### src/rtl/mlp_pkg.sv
// ---------------------------------------------------------------------------
// mlp_pkg
// Shared types and default constants for the MLP scoring path.
//   acc_state_t            : accuracy_counter run-control states
//   NUMBER_OF_LABELS       : number of legal classes (labels 0..N-1)
//   CLOG2_NUMBER_OF_LABELS : label width in bits
//   SAMPLE_COUNT           : samples per scoring run
//   ACC_CNT_W              : width of the accuracy counters
// ---------------------------------------------------------------------------
package mlp_pkg;

  typedef enum logic [1:0] {
    IDLE = 2'd0,
    RUN  = 2'd1,
    DONE = 2'd2
  } acc_state_t;

  localparam int NUMBER_OF_LABELS       = 10;
  localparam int CLOG2_NUMBER_OF_LABELS = 4;
  localparam int SAMPLE_COUNT           = 750;
  localparam int ACC_CNT_W              = 16;

endpackage : mlp_pkg

### src/rtl/class_hit_bank.sv
// ---------------------------------------------------------------------------
// class_hit_bank
// Per-class correct-prediction counters for accuracy_counter. Only built
// when ACC_PER_CLASS_EN is defined; otherwise this file elaborates to
// nothing so that the default build carries no unused module.
//
// Ports
//   clk        in  : clock, rising edge
//   rst_n      in  : synchronous reset, active-low
//   clear      in  : zero every counter (start of a new run)
//   hit        in  : a correct, in-range prediction is being accepted
//   hit_label  in  : class of that prediction
//   class_hits out : counter k in bits [k*cnt_w +: cnt_w]
// ---------------------------------------------------------------------------
`ifdef ACC_PER_CLASS_EN
module class_hit_bank
  import mlp_pkg::*;
#(
  parameter int clog2_number_of_labels = CLOG2_NUMBER_OF_LABELS,
  parameter int number_of_labels       = NUMBER_OF_LABELS,
  parameter int cnt_w                  = ACC_CNT_W
) (
  input  logic                                clk,
  input  logic                                rst_n,
  input  logic                                clear,
  input  logic                                hit,
  input  logic [clog2_number_of_labels-1:0]   hit_label,
  output logic [number_of_labels*cnt_w-1:0]   class_hits
);

  for (genvar k = 0; k < number_of_labels; k++) begin : g_class
    localparam logic [clog2_number_of_labels-1:0] K_LABEL = clog2_number_of_labels'(k);

    logic [cnt_w-1:0] r_hits;

    // NOTE: these counters are architectural outputs with a defined reset
    // value, so each one is reset explicitly; a plain storage array with no
    // reset requirement would be left unreset.
    always_ff @(posedge clk) begin
      if (!rst_n) begin
        r_hits <= '0;
      end else if (clear) begin
        r_hits <= '0;
      end else if (hit && (hit_label == K_LABEL)) begin
        r_hits <= r_hits + 1'b1;
      end
    end

    assign class_hits[k*cnt_w +: cnt_w] = r_hits;
  end

endmodule : class_hit_bank
`endif

### src/rtl/accuracy_counter.sv
// ---------------------------------------------------------------------------
// accuracy_counter
// Scoring stage behind the label finder. Accepts one (predicted, true)
// label pair per cycle over a valid/ready handshake, counts correct and
// total predictions for a run of sample_count samples, then holds the final
// scores with done asserted until the next start.
//
// Optional feature macro: ACC_PER_CLASS_EN -- adds per-class hit counters
// (class_hit_bank) and the class_hits output port.
//
// Ports
//   clk           in  : clock, rising edge
//   rst_n         in  : synchronous reset, active-low
//   start         in  : begin a run (honoured in IDLE and DONE only)
//   pred_valid    in  : a label pair is presented
//   pred_ready    out : pair accepted this cycle if pred_valid (RUN only)
//   pred_label    in  : label from the label finder
//   true_label    in  : ground-truth label
//   busy          out : run in progress
//   done          out : run complete, scores final and held
//   correct_count out : correct predictions so far
//   total_count   out : samples accepted so far
//   bad_label     out : sticky, an out-of-range label was accepted
//   class_hits    out : per-class correct counts (ACC_PER_CLASS_EN only)
// ---------------------------------------------------------------------------
module accuracy_counter
  import mlp_pkg::*;
#(
  parameter int clog2_number_of_labels = CLOG2_NUMBER_OF_LABELS,
  parameter int number_of_labels       = NUMBER_OF_LABELS,
  parameter int sample_count           = SAMPLE_COUNT,
  parameter int cnt_w                  = ACC_CNT_W
) (
  input  logic                              clk,
  input  logic                              rst_n,
  input  logic                              start,
  input  logic                              pred_valid,
  output logic                              pred_ready,
  input  logic [clog2_number_of_labels-1:0] pred_label,
  input  logic [clog2_number_of_labels-1:0] true_label,
  output logic                              busy,
  output logic                              done,
  output logic [cnt_w-1:0]                  correct_count,
  output logic [cnt_w-1:0]                  total_count,
  output logic                              bad_label
`ifdef ACC_PER_CLASS_EN
  ,
  output logic [number_of_labels*cnt_w-1:0] class_hits
`endif
);

  // total_count value that the final handshake of a run sees before it
  // increments; matching it ends the run without a wider comparator.
  localparam logic [cnt_w-1:0] LAST_TOTAL = cnt_w'(sample_count - 1);

  acc_state_t       r_state;
  acc_state_t       w_state_next;
  logic [cnt_w-1:0] r_correct;
  logic [cnt_w-1:0] r_total;
  logic             r_bad;

  logic w_handshake;
  logic w_in_range;
  logic w_hit;
  logic w_clear;
  logic w_last;

  // Ready is decoded from state only, so the handshake never depends
  // combinationally on pred_valid reaching an output.
  assign w_handshake = pred_valid && (r_state == RUN);
  assign w_in_range  = (int'(pred_label) < number_of_labels) &&
                       (int'(true_label) < number_of_labels);
  assign w_hit       = w_handshake && w_in_range && (pred_label == true_label);
  assign w_clear     = start && (r_state != RUN);
  assign w_last      = w_handshake && (r_total == LAST_TOTAL);

  // NOTE: every variable assigned here gets a default first, so no path
  // through the case leaves it unassigned and no latch is inferred.
  always_comb begin
    w_state_next = r_state;
    case (r_state)
      IDLE:    if (start)  w_state_next = RUN;
      RUN:     if (w_last) w_state_next = DONE;
      DONE:    if (start)  w_state_next = RUN;
      default:             w_state_next = IDLE;
    endcase
  end

  // NOTE: reset is synchronous (sampled on the clock edge) and all state
  // uses non-blocking assignments so every flop updates from pre-edge values.
  always_ff @(posedge clk) begin
    if (!rst_n) begin
      r_state <= IDLE;
    end else begin
      r_state <= w_state_next;
    end
  end

  always_ff @(posedge clk) begin
    if (!rst_n) begin
      r_correct <= '0;
      r_total   <= '0;
      r_bad     <= 1'b0;
    end else if (w_clear) begin
      r_correct <= '0;
      r_total   <= '0;
      r_bad     <= 1'b0;
    end else if (w_handshake) begin
      r_total <= r_total + 1'b1;
      if (w_hit) begin
        r_correct <= r_correct + 1'b1;
      end
      if (!w_in_range) begin
        r_bad <= 1'b1;
      end
    end
  end

  assign pred_ready    = (r_state == RUN);
  assign busy          = (r_state == RUN);
  assign done          = (r_state == DONE);
  assign correct_count = r_correct;
  assign total_count   = r_total;
  assign bad_label     = r_bad;

`ifdef ACC_PER_CLASS_EN
  class_hit_bank #(
    .clog2_number_of_labels (clog2_number_of_labels),
    .number_of_labels       (number_of_labels),
    .cnt_w                  (cnt_w)
  ) u_class_hit_bank (
    .clk        (clk),
    .rst_n      (rst_n),
    .clear      (w_clear),
    .hit        (w_hit),
    .hit_label  (pred_label),
    .class_hits (class_hits)
  );
`endif

endmodule : accuracy_counter

### config.mk
export PLATFORM = sky130hd
export DESIGN_NAME = accuracy_counter
export DESIGN_NICKNAME = d
export VERILOG_FILES = /design/src/rtl/mlp_pkg.sv /design/src/rtl/class_hit_bank.sv /design/src/rtl/accuracy_counter.sv
export SDC_FILE = /design/constraint.sdc
export NUM_CORES = 1
export LEC_CHECK = 0
export ABC_AREA = 1
export CAP_MARGIN = 20
export CELL_PAD_IN_SITES_DETAIL_PLACEMENT = 0
export CELL_PAD_IN_SITES_GLOBAL_PLACEMENT = 1
export CORE_UTILIZATION = 38
export CTS_BUF_LIST = sky130_fd_sc_hd__clkbuf_16
export CTS_CLUSTER_DIAMETER = 40
export DETAILED_ROUTE_END_ITERATION = 10
export GPL_TIMING_DRIVEN = 0
export HOLD_SLACK_MARGIN = 0.12
export PLACE_DENSITY = 0.87
export SLEW_MARGIN = 20
export SYNTH_ARGS = -nofsm -noshare
export SYNTH_HDL_FRONTEND = slang
export SYNTH_SLANG_ARGS = --single-unit
### constraint.sdc
create_clock -name clk -period 3.8 [get_ports clk]
set_clock_uncertainty 0.05 [all_clocks]
set_input_delay 0.38 -clock clk [delete_from_list [all_inputs] [get_ports clk]]
set_output_delay 0.38 -clock clk [all_outputs]
set_load 0.1 [all_outputs]
* After elaboration in Yosys (flattened, before gate mapping)
Cells that the tools add are included.
** Storage, ports and cells
- Flip-flop bits (word level) :: 35
** Cells by class
- Add/subtract/negate cells :: 2
- Magnitude comparators :: 2
- Equal/unequal tests :: 7
- Mux-type cells :: 3
- Bitwise operators :: 2
- Reductions and logical operators :: 12
** Operators by type and width (count)
- adder 16 x 1 -> 16 bit (second input constant) :: 2
- equality test 16 x 10 -> 1 bit (second input constant) :: 1
- less-than comparator 4 bit (second input constant) :: 2
- logical AND 1 bit :: 6
- != test 2 x 1 -> 1 bit (second input constant) :: 3
- AND reduction 2 bit :: 3
- equality test 4 bit :: 1
- two-way mux 2 bit :: 2
- one-hot mux 2 bit (2 select lines) :: 1
- OR reduction 2 bit :: 2
- equality test 2 x 1 -> 1 bit (second input constant) :: 1
- equality test 2 bit (second input constant) :: 1
- zero test 2 bit :: 1
- inverter 1 bit :: 2

* Logic depth before layout (Yosys ltp)
Gate-level depths: netlist of run 1.
- Word-level depth :: 5
- Gate-level depth with buffers :: 10
- Depth with buffers taken out :: 10

* Least setup slack after synthesis of run 1
OpenSTA, ideal clock, no wires.
- Path type :: register to register
- Start point :: register r_correct[0] (netlist: correct_count[0])
- End point :: register r_correct[4] (netlist: correct_count[4])
- Arrival time :: 2081 ps
- Data required time :: 3684 ps
- Setup slack :: 1603 ps
- Cell stages (with the launch flop) :: 7
- Clock period less this slack :: 2197 ps
- Path through :: dfxtp_1 > ha_1 > nand2_1 > nor2_2 > xor2_1 > nand3_1 > a21oi_2
** On the way
- Longest elaborated chain between the ends :: 1
** Ends and longest elaborated chain
- from (decl) :: line accuracy_counter.sv:58 : logic [cnt_w-1:0] r_correct;
- from (signal assigned) :: line accuracy_counter.sv:111 : r_correct <= r_correct + 1'b1;
- adder 16 x 1 -> 16 bit :: line accuracy_counter.sv:111
Every way passes these cells.
A chain may end at the register's enable or synchronous reset.

* Worst setup path after layout of run 1
- Start point :: register r_state[0]
- End point :: output port pred_ready
** On the way
- Longest elaborated chain between the ends :: 1
** Ends and longest elaborated chain
- from (decl) :: line accuracy_counter.sv:56 : acc_state_t r_state;
- from (signal assigned) :: line accuracy_counter.sv:95 : r_state <= w_state_next;
- equality test 2 x 1 -> 1 bit :: line accuracy_counter.sv:119 : assign pred_ready = (r_state == RUN);
- to (decl) :: line accuracy_counter.sv:38 : output logic pred_ready,
Every way passes these cells.

==> results.toml, run 1 <==
[outcome]
status = "completed"

[hold_path]
min_path_type = "reg2reg"

[die]
die-area_mm2 = 0.00604
start_util_pct = 39.6
rows = 27
core_area_mm2 = 0.00551
pin_count = 48
dieHeight_um = 77.7
die_w_um = 77.7

[route]
viasPerCell = 4.84
drc = 0
via_count = 2171
first_pass_iters = 4
drtAntennaViolNets = 0
drtIter0Drc = 44
wire_per_inst_um = 12.0
wl_um = 5400

[synthesis]
synthesis.yosys.warnings = 0
synth_top_cell_area_share_pct = 32.2
synth_edf_count = 0
synthFlopType = "dfxtp_1"
synthArstFlopShare_pct = 0
synth_most_common_cell = "nand2_1"
avgSynthCellArea_um2 = 6.77
ys_top_cells_by_area = "dfxtp_1, nand2_1, nor2_1"
synth_common_cells = "nand2_1, nor2_1, dfxtp_1, inv_1, nand3_1"
synth_top_cell_by_area = "dfxtp_1"
syn-cell-area_mm2 = 0.00218
syn_nets = 337
ys_ff_latch = 35
syn_inst = 322
synth_cell_type_count = 30
synth-seq-area-share_pct = 32.2

[finish]
drive_above_1_share_pct = 14.3
stdcell_area_mm2 = 0.00290
syn_to_final_growth_pct = 33.3
final_nets = 391
antenna_cells = 0
utilization_pct = 52.7

[clock_tree]
clock_sinks = 35
clockBufferDepth = 2
cts_hold_buf = 0
clkTransAtPathRegs_ns = 0.06
cts_buffers = 5
root_buffer = "clkbuf_16"
clk_latency_ns = 0.28
postCtsSetupBuffers = 0
ctsResizeCount = 0
cts_tree = "built"
htree_levels = 2

[place]
place.gp.congestion = 0.834
io_buffer_count = 47
post_dp_cell_area_mm2 = 0.00274
place_ws_ns = 1.55
hpwl_um = 4050

[setup_path]
regToRegSetupSlack_ns = 2.16
crit_path_start_kind = "register"
r2r_start = "correct_count[0]$_SDFFE_PP0P_"
worstPathArrival_ns = 2.10
r2r_end = "correct_count[4]$_SDFFE_PP0P_"
crit_path_end = "pred_ready"
endpoint_kind = "primary output"
critPathKind = "reg2out"
worst_r2r_path_depth = 6
crit_required_ns = 3.37
cp-startpoint = "r_state[0]$_SDFFE_PN0P_"
crit_fanout = 5

[pwr]
power_density_mw_per_mm2 = 319
vdd_drop_max_uv = 229
finalPower_mw = 0.925
leakage_nw = 1.04

[timing]
setup_slack_ns = 1.27
tightest_slew_ns = 0.983
setup_viol = 0
period_share_pct = 66.6
hold_violations = 0
tns_ns = 0
post-route-min-period_ns = 2.53
slew_viol_final = 0
slew_headroom_pct = 34.3
fmaxAchievable_mhz = 395
rsz0062_at_grt = "false"

[global_routing]
grt_pass1_vias = 2023
overflow = 0
globalRouteTotalUtil_pct = 19.9
antenna_found_initial = 0
grt_pass1_wl_um = 9550
grt_max_degree = 12

[run]
max_cap_violations = 0
## metrics by stage
stage / cells / hold WS [ns]
finish: 449 / 0.424
global route: 449 / 0.454
CTS: 449 / 0.432
detailed placement: 441 / 0.419
global placement: 441 / 0.400
floorplan: 322 / 0.477
## critical path, cell delays in order, from the launching register on
cell,delay [ns]
dfxtp_1,0.37
inv_2,0.07
nor2_4,0.14
buf_4,0.13
clkdlybuf4s50_1,1.11
## final cells by class
| type | count | area (µm²) |
|---|---|---|
| multi-input cells | 244 | 1290 |
| fillers | 575 | 2600 |
| repair buffers | 47 | 470 |
| plain buffers | 5 | 42.5 |
| flip-flops and latches | 35 | 701 |
| inverters | 38 | 148 |
| well taps | 72 | 90.1 |
| clock buffers | 5 | 125 |
| clock inverters | 3 | 38.8 |
## sequential cells by signal, indices dropped and copies added, names as in the netlist
register,count
r_state,2
correct_count,16
total_count,16
bad_label,1
## metal layers
layer,part of all wire [%],global-route usage (%),vias up
met5,0,0,-
met4,1.1,6.23,0
met3,4.0,3.18,7
met2,48,34.7,40
met1,47,24.8,981
li1,-,-,1143
## report_power, final
part	total [mW]	switching (mW)	internal, mW
logic	0.0913	0.0608	0.0305
registers	0.372	0.00244	0.369
clock network	0.462	0.157	0.306
## worst min path at each step
stage,start,endpoint,slack (ns),cells after the start
2_1_floorplan,start,r_state[0]$_SDFFE_PN0P_,0.48,2
3_3_place_gp,bad_label$_SDFFE_PP0P_,bad_label$_SDFFE_PP0P_,0.40,2
3_5_place_dp,bad_label$_SDFFE_PP0P_,bad_label$_SDFFE_PP0P_,0.42,2
4_1_cts,bad_label$_SDFFE_PP0P_,bad_label$_SDFFE_PP0P_,0.43,2
5_1_grt,bad_label$_SDFFE_PP0P_,bad_label$_SDFFE_PP0P_,0.45,2
6_report,bad_label$_SDFFE_PP0P_,bad_label$_SDFFE_PP0P_,0.42,2
## cell usage in the layout, fill, tap and decap left out
master           count
a21oi_1             17
a21oi_2             11
a31oi_1              1
buf_12               1
buf_2                3
buf_4                1
bufinv_16            1
clkbuf_16            5
clkdlybuf4s50_1     47
clkinv_1             2
clkinv_2             1
clkinv_4             1
dfxtp_1             35
ha_1                 3
inv_1               32
inv_2                4
nand2_1             90
nand2_2             13
nand2_8              1
nand3_1             20
nand3_2              2
nand3b_1             3
nand4_1             10
nor2_1              37
nor2_2               3
nor2_4               5
nor2_8               1
nor3_1               2
nor3b_1              1
o21a_1               2
o21ai_0             11
o21ai_2              1
xnor2_1              3
xor2_1               7
## cell families after synthesis
logic type | after synthesis | share of synthesized area [%]
AO/OA/AOI/OAI | 43 | 12.2
XOR/XNOR | 10 | 4.02
adder cells (fa/ha/maj) | 3 | 1.72
buffers and inverters | 43 | 8.73
flip-flops | 35 | 32.2
AND/OR/NAND/NOR | 188 | 41.1
Power figures use the tool's default switching activity.
==> run 2, diff against run 1 <==
--- a/config.mk
+++ b/config.mk
@@ -9,13 +9,13 @@
 export CAP_MARGIN = 20
 export CELL_PAD_IN_SITES_DETAIL_PLACEMENT = 0
 export CELL_PAD_IN_SITES_GLOBAL_PLACEMENT = 1
-export CORE_UTILIZATION = 38
+export CORE_UTILIZATION = 32
 export CTS_BUF_LIST = sky130_fd_sc_hd__clkbuf_16
 export CTS_CLUSTER_DIAMETER = 40
 export DETAILED_ROUTE_END_ITERATION = 10
 export GPL_TIMING_DRIVEN = 0
 export HOLD_SLACK_MARGIN = 0.12
-export PLACE_DENSITY = 0.87
+export PLACE_DENSITY = 0.78
 export SLEW_MARGIN = 20
 export SYNTH_ARGS = -nofsm -noshare
 export SYNTH_HDL_FRONTEND = slang
==> constraint.sdc (replaced) <==
create_clock -name clk -period 2.15 [get_ports clk]
set_clock_uncertainty 0.05 [all_clocks]
set_input_delay 0.215 -clock clk [delete_from_list [all_inputs] [get_ports clk]]
set_output_delay 0.215 -clock clk [all_outputs]
set_load 0.1 [all_outputs]
==> run 2 against run 1 <==
Effect of this change:
- the flow now finishes with violations (DRC)
- flip-flop and latch count unchanged
- clock power up 77%
- core utilization down 7.8 points
==> results.toml, run 2 (synthesis results as in run 1) <==
[clock_tree]
clockBufferDepth = 2
clk_latency_ns = 0.28
cts_hold_buf = 0
clock_sinks = 35
root_buffer = "clkbuf_16"
clkTransAtPathRegs_ns = 0.06
htree_levels = 2
cts_tree = "built"
cts_buffers = 5

[timing]
slew_viol_final = 0
fmaxAchievable_mhz = 475
slew_headroom_pct = 34.2
tightest_slew_ns = 0.984
hold_violations = 0
hold-worst-slack_ns = 0.420
rsz0062_at_grt = "false"
tns_ns = 0
setup_viol = 0
post-route-min-period_ns = 2.11
period_share_pct = 97.9

[pwr]
vdd_drop_max_uv = 313
finalPower_mw = 1.63
leakage_nw = 1.21
power_density_mw_per_mm2 = 563

[setup_path]
crit_chain = "clkdlybuf4s50_1"
r2r_end = "correct_count[4]$_SDFFE_PP0P_"
cpMaxStageDelayCell = "clkdlybuf4s50_1"
worstPathArrival_ns = 1.84
crit_required_ns = 1.88
regToRegSetupSlack_ns = 0.64
critPathKind = "reg2out"
crit_path_end = "total_count[7]"
worstPathBufferInverterCount = 1
cpPeakStageDelay_ns = 1.17
crit_path_start_kind = "register"
r2r_start = "correct_count[0]$_SDFFE_PP0P_"
endpoint_kind = "primary output"
path_delay_family = "buffers and inverters"
worst_r2r_path_depth = 6
crit_fanout = 5
cp-startpoint = "total_count[7]$_SDFFE_PP0P_"
path_depth = 1

[finish]
antenna_cells = 0
seq_area_um2 = 703
n_fill_cell = 683
multi_input_area_mm2 = 0.00129
layout.cells.most_common = "nand2_1"
utilization_pct = 44.9
final_nets = 391
syn_to_final_growth_pct = 33.0
drive_above_1_share_pct = 15.2
layout_common_cells = "nand2_1, nor2_1, dfxtp_1"

[global_routing]
antenna_found_initial = 0
globalRouteTotalUtil_pct = 17.1
overflow = 0
grt_max_degree = 12
grt_pass1_wl_um = 9690
grt_pass1_vias = 2026

[place]
io_buffer_count = 47
place.gp.congestion = 0.802
hpwl_um = 4080

[route]
drc = 6
wire_per_inst_um = 12.2
drtAntennaViolNets = 0
viasPerCell = 4.75
first_pass_iters = 9
wl_um = 5530
via_count = 2152
drtIter0Drc = 68

[hold_path]
min_path_type = "reg2reg"

[run]
max_cap_violations = 0

[die]
pin_count = 48
die-area_mm2 = 0.00714
die_w_um = 84.5
start_util_pct = 33.7
core_area_mm2 = 0.00646
rows = 29
dieHeight_um = 84.5

[outcome]
status = "finished with violations"
violations = "DRC"
run 2: tightest hold or removal path, stage by stage (launching register included):
cell	delay, ns
dfxtp_1	0.32
a21oi_1	0.04
nor2_1	0.07
run 2: routing by layer:
layer  vias up  global-route usage, %  wire length, µm
met5         -                      0                0
met4         0                   6.47               77
met3         7                   3.05              184
met2        40                   29.7             2630
met1       964                   21.0             2640
li1       1141                      -                -
run 2: report_power, final:
group          total (mW)  internal [mW]  switching [mW]
Sequential          0.657          0.652         0.00422
Combinational       0.160         0.0517           0.108
Clock               0.816          0.540           0.276
Total                1.63           1.24           0.388
run 2: repair_timing:
action | 4_1_cts | 5_1_grt
gates resized for setup | 19 | 7
setup endpoints to repair | 19 | 6
buffers inserted | 0 | 0
run 2: area by class of cell:
cell class	instances	share of cell area, %
multi-input cells	244	44.4
flip-flops and latches	35	24.3
repair buffers	47	15.8
inverters	38	5.10
clock buffers	5	4.32
well taps	77	3.32
plain buffers	5	1.47
clock inverters	2	1.30
run 2: how the worst min path moves through the flow:
| stage | slack (ns) | start | endpoint | depth (start not counted) |
|---|---|---|---|---|
| after floorplan | 0.31 | start | r_state[0]$_SDFFE_PN0P_ | 2 |
| after global placement | 0.40 | bad_label$_SDFFE_PP0P_ | bad_label$_SDFFE_PP0P_ | 2 |
| after detailed placement | 0.41 | bad_label$_SDFFE_PP0P_ | bad_label$_SDFFE_PP0P_ | 2 |
| after CTS | 0.43 | bad_label$_SDFFE_PP0P_ | bad_label$_SDFFE_PP0P_ | 2 |
| after global routing | 0.47 | correct_count[1]$_SDFFE_PP0P_ | correct_count[1]$_SDFFE_PP0P_ | 2 |
| final | 0.42 | bad_label$_SDFFE_PP0P_ | bad_label$_SDFFE_PP0P_ | 2 |
run 2: metrics by stage:
stage	setup slack [ns]	cells	area, µm²
CTS	0.0126	453	2890
global route	0.00432	453	2900
finish	0.0443	453	2900
detailed placement	0.0705	446	2750
floorplan	0.0560	322	2180
global placement	0.0701	446	2750
==> run 3, diff against run 2 <==
--- a/config.mk
+++ b/config.mk
@@ -9,6 +9,7 @@
 export CAP_MARGIN = 20
 export CELL_PAD_IN_SITES_DETAIL_PLACEMENT = 0
 export CELL_PAD_IN_SITES_GLOBAL_PLACEMENT = 1
+export CORE_MARGIN = 2
 export CORE_UTILIZATION = 32
 export CTS_BUF_LIST = sky130_fd_sc_hd__clkbuf_16
 export CTS_CLUSTER_DIAMETER = 40
@@ -16,7 +17,6 @@
 export GPL_TIMING_DRIVEN = 0
 export HOLD_SLACK_MARGIN = 0.12
 export PLACE_DENSITY = 0.78
-export SLEW_MARGIN = 20
 export SYNTH_ARGS = -nofsm -noshare
 export SYNTH_HDL_FRONTEND = slang
 export SYNTH_SLANG_ARGS = --single-unit
==> run 3 against run 2 <==
Effect of this change:
- the flow now finishes without violations
- first-iteration DRC count down 24%
- sequential share of layout area down 0.14 points
- critical path depth did not move
- clock power is 0.6% higher
- worst setup slack got worse by 0.0021 ns
- die area rose by 4.8%
- count of clock-buffer cells in the layout unchanged
- core utilization down 1.3 points
- wire length decreased by 0.47%
- via count rose by 0.70%
- power up 0.22%
- cell count rose by 0.88%
==> results.toml, run 3 (synthesis results as in run 1) <==
[outcome]
status = "completed"

[die]
core_area_mm2 = 0.00668
pin_count = 48
die_w_um = 86.5
dieHeight_um = 86.5
die-area_mm2 = 0.00748
rows = 30
start_util_pct = 32.6

[global_routing]
grt_max_degree = 12
grt_pass1_vias = 2102
grt_pass1_wl_um = 9610
top_usage_layer = "met2"
overflow = 0
grtUsageMet1_pct = 20.0
grtUsageMet2_pct = 27.6
antenna_found_initial = 0
globalRouteTotalUtil_pct = 16.0
met3_usage_pct = 3.24

[route]
wl_um = 5500
drc = 0
wire_per_inst_um = 12.0
first_pass_iters = 4
drtAntennaViolNets = 0
viasPerCell = 4.74
drtIter0Drc = 52
via_count = 2167

[place]
place.gp.congestion = 0.795
hpwl_um = 4180
io_buffer_count = 47

[finish]
layout.cells.most_common = "nand2_1"
drive_above_1_share_pct = 14.9
final_nets = 391
layout_common_cells = "nand2_1, nor2_1, dfxtp_1"
syn_to_final_growth_pct = 33.8
n_fill_cell = 721
antenna_cells = 0

[pwr]
vdd_drop_max_uv = 253
leakage_nw = 1.24
p_sw_mw = 0.391
clockPowerShare_pct = 50.2
p_int_mw = 1.25
power_frac_seq_pct = 40.1
switching_share_pct = 23.9
combPwrFrac_pct = 9.7
power_density_mw_per_mm2 = 561

[timing]
post-route-min-period_ns = 2.11
tightest_slew_ns = 0.984
rsz0062_at_grt = "false"
hold_violations = 0
slew_viol_final = 0
setup_viol = 0
period_share_pct = 98.0
fmaxAchievable_mhz = 474
hold-worst-slack_ns = 0.414
slew_headroom_pct = 34.2
tns_ns = 0

[clock_tree]
clockBufferDepth = 2
cts_tree = "built"
root_buffer = "clkbuf_16"
clkTransAtPathRegs_ns = 0.06
htree_levels = 2
clock_sinks = 35
postCtsSetupBuffers = 0
cts_hold_buf = 0
clk_latency_ns = 0.28
cts_buffers = 5

[run]
max_cap_violations = 0

[setup_path]
worst_r2r_path_depth = 6
crit_chain = "clkdlybuf4s50_1"
path_delay_family = "buffers and inverters"
critPathKind = "reg2out"
r2r_end = "correct_count[4]$_SDFFE_PP0P_"
worstPathArrival_ns = 1.84
cpPeakStageDelay_ns = 1.16
crit_fanout = 5
worstPathBufferInverterCount = 1
r2r_start = "correct_count[0]$_SDFFE_PP0P_"
endpoint_kind = "primary output"
regToRegSetupSlack_ns = 0.61
crit_path_start_kind = "register"
cpMaxStageDelayCell = "clkdlybuf4s50_1"
crit_required_ns = 1.88

[hold_path]
hold_depth = 2
min_to = "bad_label$_SDFFE_PP0P_"
min_path_type = "reg2reg"
hp-start = "bad_label$_SDFFE_PP0P_"
-- run 3: changes by cell type in the layout (fill, tap and decap cells not counted) --
cell | previous run | this run
clkinv_1 | 1 | 2
clkinvlp_4 | 1 | 0
dlymetal6s2s_1 | 5 | 7
clkdlybuf4s50_1 | 23 | 24
buf_4 | 2 | 1
clkdlybuf4s15_1 | 0 | 1
clkinv_2 | 0 | 1
dlygate4sd2_1 | 18 | 15
-- run 3: per-stage QoR --
step	total power, mW	instances	utilization [%]	cell area [µm²]	setup slack [ns]
after floorplan	0.780	322	-	2180	0.0560
after global placement	0.832	449	41.2	2750	0.0762
after detailed placement	0.834	449	41.2	2750	0.0758
after CTS	1.66	457	43.3	2900	0.00338
after global routing	1.69	457	43.6	2910	0.0104
final	1.64	457	43.6	2910	0.0422
-- run 3: worst max-delay path by stage --
stage	start	to	slack [ns]	cells past startpoint
6_report	total_count[7]$_SDFFE_PP0P_	total_count[7]	0.04	1
5_1_grt	total_count[7]$_SDFFE_PP0P_	total_count[7]	0.01	1
4_1_cts	total_count[0]$_SDFFE_PP0P_	total_count[0]	0.003	1
3_5_place_dp	r_state[0]$_SDFFE_PN0P_	pred_ready	0.08	4
3_3_place_gp	r_state[0]$_SDFFE_PN0P_	pred_ready	0.08	4
2_1_floorplan	r_state[1]$_SDFFE_PN0P_	r_state[1]$_SDFFE_PN0P_	0.06	4
-- run 3: per-layer routing --
metal | share of wire, % | up-vias | routed length (µm)
met5 | 0 | - | 0
met4 | 1.2 | 0 | 68
met3 | 3.6 | 8 | 196
met2 | 49 | 40 | 2710
met1 | 46 | 979 | 2520
li1 | - | 1140 | -
-- run 3: worst register-to-register path: cells and delay by family, from the launching register on --
family                     cells  cell delay (ns)
DFF                            1             0.39
xor gates and xnor gates       1             0.18
adders and majority gates      1             0.25
and+or+nand+nor                3             0.48
AOI/OAI and AO/OA              1             0.14
-- run 3: cell type report --
class | instances | area [µm²] | area share (%)
multi-input cells | 244 | 1290 | 44.2
flip-flops and latches | 35 | 703 | 24.1
repair buffers | 47 | 469 | 16.1
inverters | 38 | 148 | 5.07
clock buffers | 5 | 125 | 4.29
well taps | 80 | 100 | 3.43
plain buffers | 5 | 42.5 | 1.46
clock inverters | 3 | 38.8 | 1.33
-- run 3: power by group through the flow --
| stage | sequential [mW] | clock, mW | combinational (mW) |
|---|---|---|---|
| after floorplan | 0.686 | 0 | 0.0941 |
| after global placement | 0.671 | 0 | 0.161 |
| after detailed placement | 0.671 | 0 | 0.163 |
| after CTS | 0.656 | 0.839 | 0.161 |
| after global routing | 0.657 | 0.859 | 0.173 |
| final | 0.656 | 0.821 | 0.159 |
-- run 3: what timing repair did --
item,CTS,global route
pin swaps,0,0
endpoints found under the setup margin,16,8
resized for setup,16,8
